[src/rtl/hazard_scoreboard_unit.sv]
// Hazard unit for the 5-stage MIPS pipeline.
// Covers load-use, branch and syscall stalls, M/W forwarding, and a scoreboard
// that tracks fixed-latency long ops writing straight into the register file.
module hazard_scoreboard_unit #(
    parameter int unsigned LONG_SLOTS = 2,
    parameter int unsigned LONG_LAT   = 8,
    parameter int unsigned CNT_W      = 16,
    parameter logic [4:0]  REG_V0     = 5'd2,
    parameter logic [4:0]  REG_A0     = 5'd4
) (
    input  logic             clk,
    input  logic             rst,
    input  logic [4:0]       RsD,
    input  logic [4:0]       RtD,
    input  logic [4:0]       WriteRegD,
    input  logic             BranchD,
    input  logic             syscallD,
    input  logic             LongOpD,
    input  logic [4:0]       RsE,
    input  logic [4:0]       RtE,
    input  logic [4:0]       WriteRegE,
    input  logic             MemtoRegE,
    input  logic             RegWriteE,
    input  logic [4:0]       WriteRegM,
    input  logic             MemtoRegM,
    input  logic             RegWriteM,
    input  logic [4:0]       WriteRegW,
    input  logic             RegWriteW,
    output logic             StallF,
    output logic             StallD,
    output logic             FlushE,
    output logic             ForwardAD,
    output logic             ForwardBD,
    output logic [1:0]       ForwardAE,
    output logic [1:0]       ForwardBE,
    output logic             long_wb_valid,
    output logic [4:0]       long_wb_reg,
    output logic [CNT_W-1:0] stall_cycles
);

    localparam int unsigned   CW       = $clog2(LONG_LAT);
    localparam logic [CW-1:0] CNT_INIT = CW'(LONG_LAT - 1);
    localparam logic [CW-1:0] CNT_ONE  = CW'(1);

    typedef enum logic [1:0] {
        S_IDLE    = 2'd0,
        S_DRAIN   = 2'd1,
        S_RELEASE = 2'd2
    } sys_state_t;

    sys_state_t r_state;
    sys_state_t w_state_nxt;

    logic [LONG_SLOTS-1:0] r_valid;
    logic [4:0]            r_dest [LONG_SLOTS];
    logic [CW-1:0]         r_cnt  [LONG_SLOTS];
    logic                  r_wb_valid;
    logic [4:0]            r_wb_reg;
    logic [CNT_W-1:0]      r_stall_cycles;

    logic                  w_lw, w_br, w_sb, w_full, w_sys, w_hold;
    logic                  w_pending;
    logic                  w_alloc;
    logic [LONG_SLOTS-1:0] w_alloc_oh;

    // Register 0 is hard-wired, so it never creates a dependency.
    function automatic logic hit(input logic [4:0] a, input logic [4:0] b);
        return (a != 5'd0) && (a == b);
    endfunction

    function automatic logic is_arg(input logic [4:0] r);
        return (r == REG_V0) || (r == REG_A0);
    endfunction

    // Stall terms, syscall pending detection and free-slot selection.
    always_comb begin
        w_lw = MemtoRegE && (hit(RtE, RsD) || hit(RtE, RtD));
        w_br = BranchD &&
               ((RegWriteE && (hit(WriteRegE, RsD) || hit(WriteRegE, RtD))) ||
                (MemtoRegM && (hit(WriteRegM, RsD) || hit(WriteRegM, RtD))));
        w_sb      = 1'b0;
        w_pending = (RegWriteE && is_arg(WriteRegE)) ||
                    (RegWriteM && is_arg(WriteRegM)) ||
                    (RegWriteW && is_arg(WriteRegW));
        for (int unsigned i = 0; i < LONG_SLOTS; i++) begin
            if (r_valid[i]) begin
                if (hit(r_dest[i], RsD) || hit(r_dest[i], RtD) || hit(r_dest[i], WriteRegD))
                    w_sb = 1'b1;
                if (is_arg(r_dest[i]))
                    w_pending = 1'b1;
            end
        end
        w_full  = LongOpD && (&r_valid);
        w_sys   = (r_state == S_DRAIN);
        w_hold  = w_lw || w_br || w_sb || w_full || w_sys;
        w_alloc = LongOpD && !w_hold;
        w_alloc_oh = '0;
        for (int unsigned i = 0; i < LONG_SLOTS; i++) begin
            if (!r_valid[i] && (w_alloc_oh == '0))
                w_alloc_oh[i] = 1'b1;
        end
    end

    // Pipeline control and forwarding outputs, forced safe while in reset.
    always_comb begin
        StallF    = !w_hold;
        StallD    = !w_hold;
        FlushE    = w_hold;
        ForwardAD = RegWriteM && hit(RsD, WriteRegM);
        ForwardBD = RegWriteM && hit(RtD, WriteRegM);
        ForwardAE = (RegWriteM && hit(RsE, WriteRegM)) ? 2'b10 :
                    (RegWriteW && hit(RsE, WriteRegW)) ? 2'b01 : 2'b00;
        ForwardBE = (RegWriteM && hit(RtE, WriteRegM)) ? 2'b10 :
                    (RegWriteW && hit(RtE, WriteRegW)) ? 2'b01 : 2'b00;
        if (rst) begin
            StallF    = 1'b0;
            StallD    = 1'b0;
            FlushE    = 1'b1;
            ForwardAD = 1'b0;
            ForwardBD = 1'b0;
            ForwardAE = 2'b00;
            ForwardBE = 2'b00;
        end
    end

    // Syscall FSM state register.
    always_ff @(posedge clk or posedge rst) begin
        if (rst) r_state <= S_IDLE;
        else     r_state <= w_state_nxt;
    end

    // Syscall FSM next state: drain pending v0/a0 writers before the syscall advances.
    always_comb begin
        w_state_nxt = r_state;
        unique case (r_state)
            S_IDLE:    if (syscallD && w_pending) w_state_nxt = S_DRAIN;
            S_DRAIN:   if (!syscallD)             w_state_nxt = S_IDLE;
                       else if (!w_pending)       w_state_nxt = S_RELEASE;
            S_RELEASE: w_state_nxt = S_IDLE;
            default:   w_state_nxt = S_IDLE;
        endcase
    end

    // Scoreboard slots and retirement pulse.
    // The pulse is registered off cnt==1 so it is high in the slot's final
    // valid cycle (cnt==0), i.e. LONG_LAT cycles after issue; the slot clears
    // at the end of that cycle, so dependents advance the cycle after the write.
    always_ff @(posedge clk or posedge rst) begin
        if (rst) begin
            r_valid    <= '0;
            r_wb_valid <= 1'b0;
            r_wb_reg   <= '0;
            for (int unsigned i = 0; i < LONG_SLOTS; i++) begin
                r_dest[i] <= '0;
                r_cnt[i]  <= '0;
            end
        end else begin
            r_wb_valid <= 1'b0;
            r_wb_reg   <= '0;
            for (int unsigned i = 0; i < LONG_SLOTS; i++) begin
                if (r_valid[i]) begin
                    if (r_cnt[i] == '0) r_valid[i] <= 1'b0;
                    else                r_cnt[i]   <= r_cnt[i] - CNT_ONE;
                    if (r_cnt[i] == CNT_ONE) begin
                        r_wb_valid <= 1'b1;
                        r_wb_reg   <= r_dest[i];
                    end
                end else if (w_alloc && w_alloc_oh[i]) begin
                    r_valid[i] <= 1'b1;
                    r_dest[i]  <= WriteRegD;
                    r_cnt[i]   <= CNT_INIT;
                end
            end
        end
    end

    // Saturating count of decode-stall cycles.
    always_ff @(posedge clk or posedge rst) begin
        if (rst)                                  r_stall_cycles <= '0;
        else if (w_hold && (r_stall_cycles != '1)) r_stall_cycles <= r_stall_cycles + CNT_W'(1);
    end

    assign long_wb_valid = r_wb_valid;
    assign long_wb_reg   = r_wb_reg;
    assign stall_cycles  = r_stall_cycles;

endmodule

[config.mk]
export PLATFORM = sky130hd
export DESIGN_NAME = hazard_scoreboard_unit
export DESIGN_NICKNAME = d
export VERILOG_FILES = /design/src/rtl/hazard_scoreboard_unit.sv
export SDC_FILE = /design/constraint.sdc
export NUM_CORES = 1
export LEC_CHECK = 0
export ABC_AREA = 1
export BUFFER_PORTS_ARGS = -buffer_cell sky130_fd_sc_hd__buf_2
export CORE_MARGIN = 5
export CORE_UTILIZATION = 35
export DETAILED_ROUTE_END_ITERATION = 10
export GPL_TIMING_DRIVEN = 0
export MAX_ROUTING_LAYER = met4
export SYNTH_ARGS = -nofsm -noshare
export SYNTH_HDL_FRONTEND = slang
export SYNTH_SLANG_ARGS = --single-unit
[constraint.sdc]
create_clock -name clk -period 3.19 [get_ports clk]
set_input_delay 0.319 -clock clk [delete_from_list [all_inputs] [get_ports clk]]
set_output_delay 0.319 -clock clk [all_outputs]
set_load 0.1 [all_outputs]
==> impl_metrics.tcl, run 1 <==
set metrics [dict create \
    cts_resized 0 \
    largest_reg_flops 16 \
    rows 37 \
    cellPowerDensity_nw_per_um2 765 \
    grt_first_pass_wirelength_um 17000 \
    clock_tree.root_cell "clkbuf_8" \
    startpoint_type "register" \
    cts.sinks 42 \
    synthSimpleGateAreaFrac 0.369 \
    crit_arrival_ns 2.30 \
    maxSlewHeadroom 0.652 \
    htree_num_levels 2 \
    synth_top_family_by_area "simple AND/OR/NAND/NOR gates" \
    dr.pass1.iters 4 \
    grt_overflow 0 \
    drive_gt1_frac 0.214 \
    crit_family "simple AND/OR/NAND/NOR gates" \
    synth_async_sr_flop_share 1.00 \
    yosys_warnings 0 \
    crit_path_max_fanout 7 \
    portBuffers 68 \
    dpl_cell_area_um2 4190 \
    register_area_um2 1050 \
    synth_edf_count 0 \
    rsz0062_at_grt "no" \
    synth_fp_nets 600 \
    avgSynthCellArea_um2 6.71 \
    final_area_um2 4300 \
    hold_violations 0 \
    worst_pin_slew_ns 0.518 \
    n_fill_cell 1123 \
    grtUsageTotal 0.166 \
    nets 677 \
    synth_xor_area_frac 0.118 \
    crit_chain "inv_1 -> nand2_1 -> nand2_1 -> nor2_1 -> nand3_1 -> nand3_1 -> nand2_1 -> nand2_1 -> nor2_4 -> nand2_4 -> nor2_2 -> buf_4 -> buf_2" \
    criticalPathCategory "reg -> out" \
    irDropWorstVdd_mv 0.545 \
    layout_common_cells "194 x nand2_1, 77 x buf_2, 60 x inv_1, 42 x dfrtp_1, 38 x nor2_1" \
    die-area_um2 12600 \
    cpPeakStageDelay_ns 0.44 \
    total_power_uw 3290 \
    p_leak_uw 0.00230 \
    drt-initial-drc-count 210 \
    netlist-cell-type-count 40 \
    hpwl_um 8260 \
    core_area_um2 10200 \
    antenna_found_initial 1 \
    setup_violations 0 \
    hp-class "in -> reg" \
    multi_input_area_um2 2190 \
    skew_ns 0.0183 \
    viasPerCell 4.83 \
    wl_per_cell_um 13.5 \
    mostFrequentLayoutCell "nand2_1" \
    syn_area_um2 3650 \
    gp_congestion 0.868 \
    finalCritPeriodShare 0.820 \
    grt_max_degree 36 \
    cts_buffer_depth 2 \
    syn_to_final_growth_pct 17.8 \
    fmax_mhz 382 \
    crit_top_cell "nand2_1" \
    synthCells 543 \
    die_height_um 112 \
    holdWs_ns 0.255 \
    timing.final.crit_period_ns 2.62 \
    drt_wl_total_um 10200 \
    slowest_stage "dfrtp_1" \
    synth_ff_type "dfrtp_1" \
    drcViolationCount 0 \
    worstSkewPairLatency_ns 0.30 \
    synth_adder_area_share 0.0240 \
    die_w_um 112 \
    setup_tns_ns 0 \
    required_ns 2.87 \
    fin_util 0.420 \
    num_vias 3663 \
    cts_tree "yes" \
    first_global_vias 3551 \
    seq_area_frac_synth 0.288 \
    muxShareOfSynthArea 0 \
    clkSlewWorstSetupHoldPaths_ns 0.08 \
    synth_compound_area_frac 0.0872 \
    cts_buffers 5 \
    cap_violations 0 \
    cp.buffers_inverters 3 \
    drv_slew 0 \
    status "complete, no violations" \
    pin_count 81 \
    ys_ff_latch 42 \
    antenna_left 0 \
    start_util 0.356 \
    endpoint_kind "output port" \
]
-- path summary, 6_finish.rpt --
| path | startpoint | to | cells past startpoint | slack [ns] |
|---|---|---|---|---|
| max in group asynchronous | rst | r_cnt[1]$_DFFE_PP0P_ | 4 | 2.19 |
| worst max-delay path | r_dest[6]$_DFFE_PP0P_ | StallF | 13 | 0.57 |
| worst min-delay path | syscallD | r_state[0]$_DFFE_PP0P_ | 3 | 0.25 |
| worst min register to register | r_state[1]$_DFFE_PP0P_ | r_state[0]$_DFFE_PP0P_ | 1 | 0.42 |
| min in group asynchronous | rst | stall_cycles[10]$_DFFE_PP0P_ | 3 | 0.53 |
| worst max register to register | stall_cycles[0]$_DFFE_PP0P_ | stall_cycles[2]$_DFFE_PP0P_ | 10 | 1.07 |
-- cells in the mapped netlist (all sizes together), types with 3 or more instances --
library cell  count  area share
xor2             29       0.070
nand3            34       0.049
o211ai            3      0.0062
dfrtp            42        0.29
a21oi             7       0.011
o21ai            23       0.039
nor3b             3      0.0062
nor2             41       0.045
buf              16       0.033
clkbuf            5      0.0086
xnor2            20       0.048
inv              69       0.072
nand2           199        0.21
o22ai             6       0.010
ha                7       0.024
o2111ai           6       0.014
nor3             12       0.021
nand4            13       0.026
-- worst register-to-register path: stages, from the launching register on --
cell and delay, ns:
dfrtp_1 0.45, ha_1 0.30, inv_1 0.09, nor2_2 0.17, nand3_1 0.16, or3_4 0.37, nand2_4 0.15, inv_4 0.07
buf_12 0.14, nand3_2 0.05, nand2_1 0.06
-- stage by stage --
stage	worst slack (ns)	instances
2_1_floorplan	-0.770	543
3_3_place_gp	0.189	747
3_5_place_dp	0.860	748
4_1_cts	0.537	757
5_1_grt	0.390	758
6_report	0.574	758
-- per-layer routing --
metal  up-vias  GRT usage  wire (um)
met5         -          -          0
met4         0     0.0224         57
met3         6     0.0275        594
met2        83      0.292       5130
met1      1708      0.207       4470
li1       1866          -          -
-- logic make-up (layout without fill, tap and decap cells) --
| family | after synthesis | in the layout |
|---|---|---|
| and+or+nand+nor | 307 | 307 |
| DFF | 42 | 42 |
| AOI/OAI and AO/OA | 48 | 48 |
| adders and majority gates | 7 | 7 |
| buffers and inverters | 90 | 168 |
| xor gates and xnor gates | 49 | 49 |
| other | 0 | 1 |
-- report_power, final --
group / switching, uW / internal [uW]
clock: 190 / 174
sequential: 169 / 707
combinational: 1460 / 588
total: 1820 / 1470
-- cell type report --
type / instances / area share
multi-input cells: 411 / 0.510
repair buffers: 70 / 0.0862
plain buffers: 21 / 0.0355
clock inverters: 2 / 0.00291
inverters: 69 / 0.0609
diodes: 1 / 0.000582
clock buffers: 6 / 0.0192
well taps: 136 / 0.0396
flip-flops and latches: 42 / 0.245
-- timing repair --
action / CTS / global route
endpoints found under the hold margin: 5 / 0
setup buffers: 0 / 0
hold buffers: 1 / 0
(Power assumes the default switching activity.)
==> run 2, diff against run 1 <==
clock period = 2.5 ns   (was 3.19 ns; I/O delays follow)
==> run 2 against run 1 <==
  * Total power increased by 31%
  * Setup slack got worse by 0.43 ns
  * Routed wire length increased by 0.88%
  * Clock skew decreased by 0.0050 ns
  * Global-route usage about the same
  * Clock power increased by 51%
  * Critical path type unchanged
  * Largest cell class unchanged
==> impl_metrics.tcl, run 2 (same netlist as run 1, synthesis figures left out) <==
set metrics [dict create \
    status "complete, no violations" \
    clkSlewWorstSetupHoldPaths_ns 0.09 \
    critPathLaunch "r_dest[5]$_DFFE_PP0P_" \
    worst_pin_slew_ns 1.04 \
    slowest_stage "dfrtp_1" \
    criticalPathCategory "reg -> out" \
    timing.final.crit_period_ns 2.36 \
    n_fill_cell 1070 \
    maxSlewHeadroom 0.306 \
    hold_violations 0 \
    grtUsageTotal 0.166 \
    endpoint_kind "output port" \
    cts_buffer_depth 2 \
    grt_max_degree 44 \
    htree_num_levels 2 \
    antenna_found_initial 1 \
    crit_top_cell "nand2_1" \
    syn_to_final_growth_pct 18.7 \
    viasPerCell 4.85 \
    drt-initial-drc-count 198 \
    required_ns 2.25 \
    cp.buffers_inverters 3 \
    holdWs_ns 0.109 \
    rsz0062_at_grt "no" \
    dp_slack_ns 0.0110 \
    crit_arrival_ns 2.11 \
    hpwl_um 8190 \
    cpPeakStageDelay_ns 0.49 \
    wl_per_cell_um 13.7 \
    clock_tree.root_cell "clkbuf_8" \
    start_util 0.356 \
    antenna_left 0 \
    fin_cells 757 \
    core_area_um2 10200 \
    first_global_vias 3583 \
    crit_family "simple AND/OR/NAND/NOR gates" \
    hp-class "in -> async" \
    gp_congestion 0.891 \
    fmax_mhz 424 \
    die-area_um2 12600 \
    startpoint_type "register" \
    cts_setup_buffers 0 \
    die_height_um 112 \
    fin_util 0.423 \
    largest_reg_flops 16 \
    regToRegStartpoint "stall_cycles[0]$_DFFE_PP0P_" \
    p_leak_uw 0.00230 \
    nets 676 \
    rows 37 \
    cap_violations 0 \
    cts_buffers 5 \
    mostFrequentLayoutCell "nand2_1" \
    crit_chain "inv_1 -> nand2_1 -> nand2_1 -> nor2_1 -> nand3_1 -> nand3_1 -> nand2_1 -> nand2_1 -> nor2_4 -> nand2_4 -> nor2_4 -> buf_4 -> buf_6" \
    finalCritPeriodShare 0.944 \
    drive_gt1_frac 0.221 \
    drt_wl_total_um 10300 \
    worstSkewPairLatency_ns 0.30 \
    setup_tns_ns 0 \
    crit_path_max_fanout 6 \
    num_vias 3668 \
    drcViolationCount 0 \
    pin_count 81 \
    skew_ns 0.0133 \
    cts_tree "yes" \
    irDropWorstVdd_mv 0.698 \
    setup_violations 0 \
    drv_slew 0 \
    grt_first_pass_wirelength_um 17100 \
    setup_ws_ns 0.139 \
    cts.sinks 42 \
    portBuffers 68 \
    die_w_um 112 \
    layout_common_cells "194 x nand2_1, 74 x buf_2, 59 x inv_1, 41 x dfrtp_1, 38 x nor2_1" \
    grt_overflow 0 \
    cellPowerDensity_nw_per_um2 998 \
    place_inst 747 \
    dr.pass1.iters 5 \
]
run 2: power by group:
part	internal (uW)	leakage, uW	switching (uW)
clock	299	0.0000514	251
combinational	769	0.00171	1880
sequential	903	0.000540	212
run 2: final cells by class:
| type | instances | area, um2 | share of cell area |
|---|---|---|---|
| timing repair buffer | 68 | 352 | 0.0812 |
| buffer | 21 | 153 | 0.0353 |
| antenna | 1 | 2.50 | 0.000578 |
| multi-input combinational | 411 | 2220 | 0.513 |
| sequential | 42 | 1050 | 0.243 |
| inverter | 69 | 265 | 0.0613 |
| clock buffer | 6 | 72.6 | 0.0168 |
| tap | 136 | 170 | 0.0393 |
| timing repair inverter | 1 | 5.00 | 0.00116 |
| clock inverter | 2 | 37.5 | 0.00867 |
run 2: metrics by stage:
stage / area [um2] / power, uW
after floorplan: 3690 / 3220
final: 4330 / 4320
after CTS: 4310 / 4320
after global routing: 4330 / 4650
after global placement: 4200 / 3710
after detailed placement: 4200 / 3760
run 2: metal layers:
| layer | up-vias | track usage | routed length, um |
|---|---|---|---|
| li1 | 1858 | - | - |
| met1 | 1736 | 0.200 | 4550 |
| met2 | 68 | 0.289 | 5200 |
| met3 | 6 | 0.0318 | 496 |
| met4 | 0 | 0.0393 | 90 |
| met5 | - | - | 0 |
run 2: timing repair:
| item | CTS | global route |
|---|---|---|
| hold buffers | 0 | 0 |
| cloned | 0 | 1 |
| endpoints found under the setup margin | 1 | 5 |
| resized for setup | 1 | 5 |
run 2: worst paths after layout:
path                       slack [ns]  cells after the start                          end
min                              0.11                      2        r_dest[9]$_DFFE_PP0P_
max reg2reg                      0.47                     10  stall_cycles[2]$_DFFE_PP0P_
min reg2reg                      0.44                      1       r_state[0]$_DFFE_PP0P_
max                              0.14                     13                       StallF
min in group clk                 0.18                      3       r_state[0]$_DFFE_PP0P_
max in group asynchronous        1.73                      2        r_dest[7]$_DFFE_PP0P_
==> run 3, diff against run 2 <==
==> constraint.sdc (replaced) <==
create_clock -name clk -period 2.5 [get_ports clk]
set_input_delay 0.5 -clock clk [delete_from_list [all_inputs] [get_ports clk]]
set_output_delay 0.5 -clock clk [all_outputs]
set_load 0.1 [all_outputs]
==> run 3 against run 2 <==
  * Critical path depth decreased by 6
  * Final area is 4.9% higher
  * Routed wire length up 3.7%
  * Hold slack better by 0.21 ns
  * Via count rose by 2.9%
  * Sequential power increased by 4%
  * Utilization increased by 2.1 points
  * Sequential share of layout area is 0.88 points lower
  * Global-route usage grew 1.2 points
  * Maximum frequency shrank 5.2%
==> impl_metrics.tcl, run 3 (same netlist as run 1, synthesis figures left out) <==
set metrics [dict create \
    status "complete, no violations" \
    crit_chain "buf_2 -> nor2_1 -> o2111ai_1 -> nor3_1 -> o2111ai_1 -> nor2_2 -> buf_2" \
    register_area_um2 1060 \
    antenna_left 0 \
    cpPeakStageDelay_ns 0.43 \
    wirelength_met1_um 4760 \
    crit_family "buffers and inverters" \
    num_vias 3775 \
    r2r_cells 10 \
    die-area_um2 12600 \
    worst_pin_slew_ns 0.963 \
    hpwl_um 8120 \
    cp.buffers_inverters 2 \
    drcViolationCount 0 \
    wl_per_cell_um 14.0 \
    drt-initial-drc-count 236 \
    rrSetupSlack_ns 0.41 \
    nets 687 \
    start_util 0.356 \
    setup_violations 0 \
    irDropWorstVdd_mv 0.856 \
    drv_slew 0 \
    rows 37 \
    wl_met3_um 605 \
    drt_wl_total_um 10700 \
    cap_violations 0 \
    antenna_found_initial 0 \
    grt_overflow 0 \
    crit_path_max_fanout 7 \
    largest_reg_flops 16 \
    maxSlewHeadroom 0.354 \
    worst_r2r_endpoint "stall_cycles[2]$_DFFE_PP0P_" \
    n_fill_cell 1044 \
    top_layer "met4" \
    slowest_stage "buf_2" \
    p_leak_uw 0.00237 \
    first_global_vias 3730 \
    diodes 0 \
    cts_tree "yes" \
    cts_buffers 5 \
    hp-class "in -> async" \
    hold_violations 0 \
    cts.sinks 42 \
    endpoint_kind "output port" \
    htree_num_levels 2 \
    die_height_um 112 \
    portBuffers 68 \
    multi_input_area_um2 2320 \
    layout_common_cells "183 x nand2_1, 72 x buf_2, 54 x inv_1, 34 x nor2_1, 32 x dfrtp_1" \
    criticalPathCategory "in -> out" \
    dr.pass1.iters 4 \
    crit_arrival_ns 1.99 \
    clock_tree.root_cell "clkbuf_8" \
    gp_congestion 0.876 \
    finalCritPeriodShare 0.996 \
    clkSlewWorstSetupHoldPaths_ns 0.09 \
    cts_buffer_depth 2 \
    cellPowerDensity_nw_per_um2 999 \
    startpoint_type "input pin" \
    viasPerCell 4.92 \
    skew_ns 0.0130 \
    rsz0062_at_grt "yes" \
    drive_gt1_frac 0.290 \
    mostFrequentLayoutCell "nand2_1" \
    die_w_um 112 \
    fmax_mhz 402 \
    grt_max_degree 22 \
    worstSkewPairLatency_ns 0.31 \
    grtUsageTotal 0.178 \
    setup_tns_ns 0 \
    required_ns 2.00 \
    timing.final.crit_period_ns 2.49 \
    met2_length_um 5110 \
    dp_slack_ns -0.405 \
    syn_to_final_growth_pct 24.5 \
    pin_count 81 \
    core_area_um2 10200 \
    grt_first_pass_wirelength_um 18100 \
    regToRegStartpoint "stall_cycles[0]$_DFFE_PP0P_" \
    setup_ws_ns 0.0101 \
]
-- run 3: changes by cell type in the layout (fill, tap and decap cells not counted), moves of 4 or more --
cell     before  now
buf_4         4   13
nor2_2        1    5
dfrtp_2       1   10
nand2_1     194  183
nor2_1       38   34
nor3_2        6    2
nor3_4        0    4
inv_1        59   54
nand3_1      32   26
nand3_2       2    8
nand2_2       2   12
inv_4         1    5
dfrtp_1      41   32
-- run 3: cell type report --
cell class,count,area share
multi-input combinational,411,0.512
timing repair buffer,79,0.102
buffer,20,0.0333
sequential,42,0.234
clock inverter,2,0.00220
timing repair inverter,2,0.00220
inverter,69,0.0606
clock buffer,6,0.0160
tap,136,0.0375
-- run 3: worst max-delay path by stage --
stage / slack, ns / to / cells after the start / start
floorplan: -0.42 / FlushE / 11 / RtE[3]
global placement: -0.36 / ForwardAD / 5 / rst
detailed placement: -0.41 / ForwardAD / 5 / rst
CTS: -0.005 / StallD / 13 / r_dest[9]$_DFFE_PP0P_
global route: -0.06 / StallF / 13 / r_dest[1]$_DFFE_PP0P_
finish: 0.01 / ForwardBE[0] / 7 / rst
-- run 3: stage by stage --
step,cells,instance area (um2),hold WS [ns],utilization,power [uW]
finish,767,4540,0.321,0.444,4530
global route,767,4540,0.328,0.444,4910
CTS,758,4370,0.320,0.427,4310
detailed placement,747,4240,0.416,0.414,3780
global placement,747,4240,0.407,0.414,3720
floorplan,543,3720,0.401,-,3220
-- run 3: worst register-to-register path, stage by stage (launching register included) --
cell and delay [ns]:
dfrtp_2 0.42, ha_1 0.29, inv_1 0.10, nor2_2 0.19, nand3_1 0.15, or3_4 0.36
nand2_4 0.16, inv_4 0.07, buf_12 0.14, nand3_2 0.05, nand2_1 0.06
-- run 3: per-layer routing --
layer  GRT usage  vias to the layer above
li1            -                     1892
met3      0.0350                       23
met4      0.0513                        0
met2       0.291                      101
met5           -                        -
met1       0.226                     1759
-- run 3: power by group --
group	total [uW]	switching (uW)	leakage, uW	internal [uW]
logic	2940	1970	0.00179	966
clock network	435	241	0.0000450	194
registers	1160	244	0.000529	917
total	4530	2460	0.00237	2080
-- run 3: timing repair --
action | in CTS | in global routing
resized for setup | 15 | 37
buffers inserted | 1 | 10
hold endpoints to repair | 0 | 0
gates cloned | 2 | 0
setup endpoints to repair | 5 | 6
hold buffers | 0 | 0
pin swaps | 1 | 21
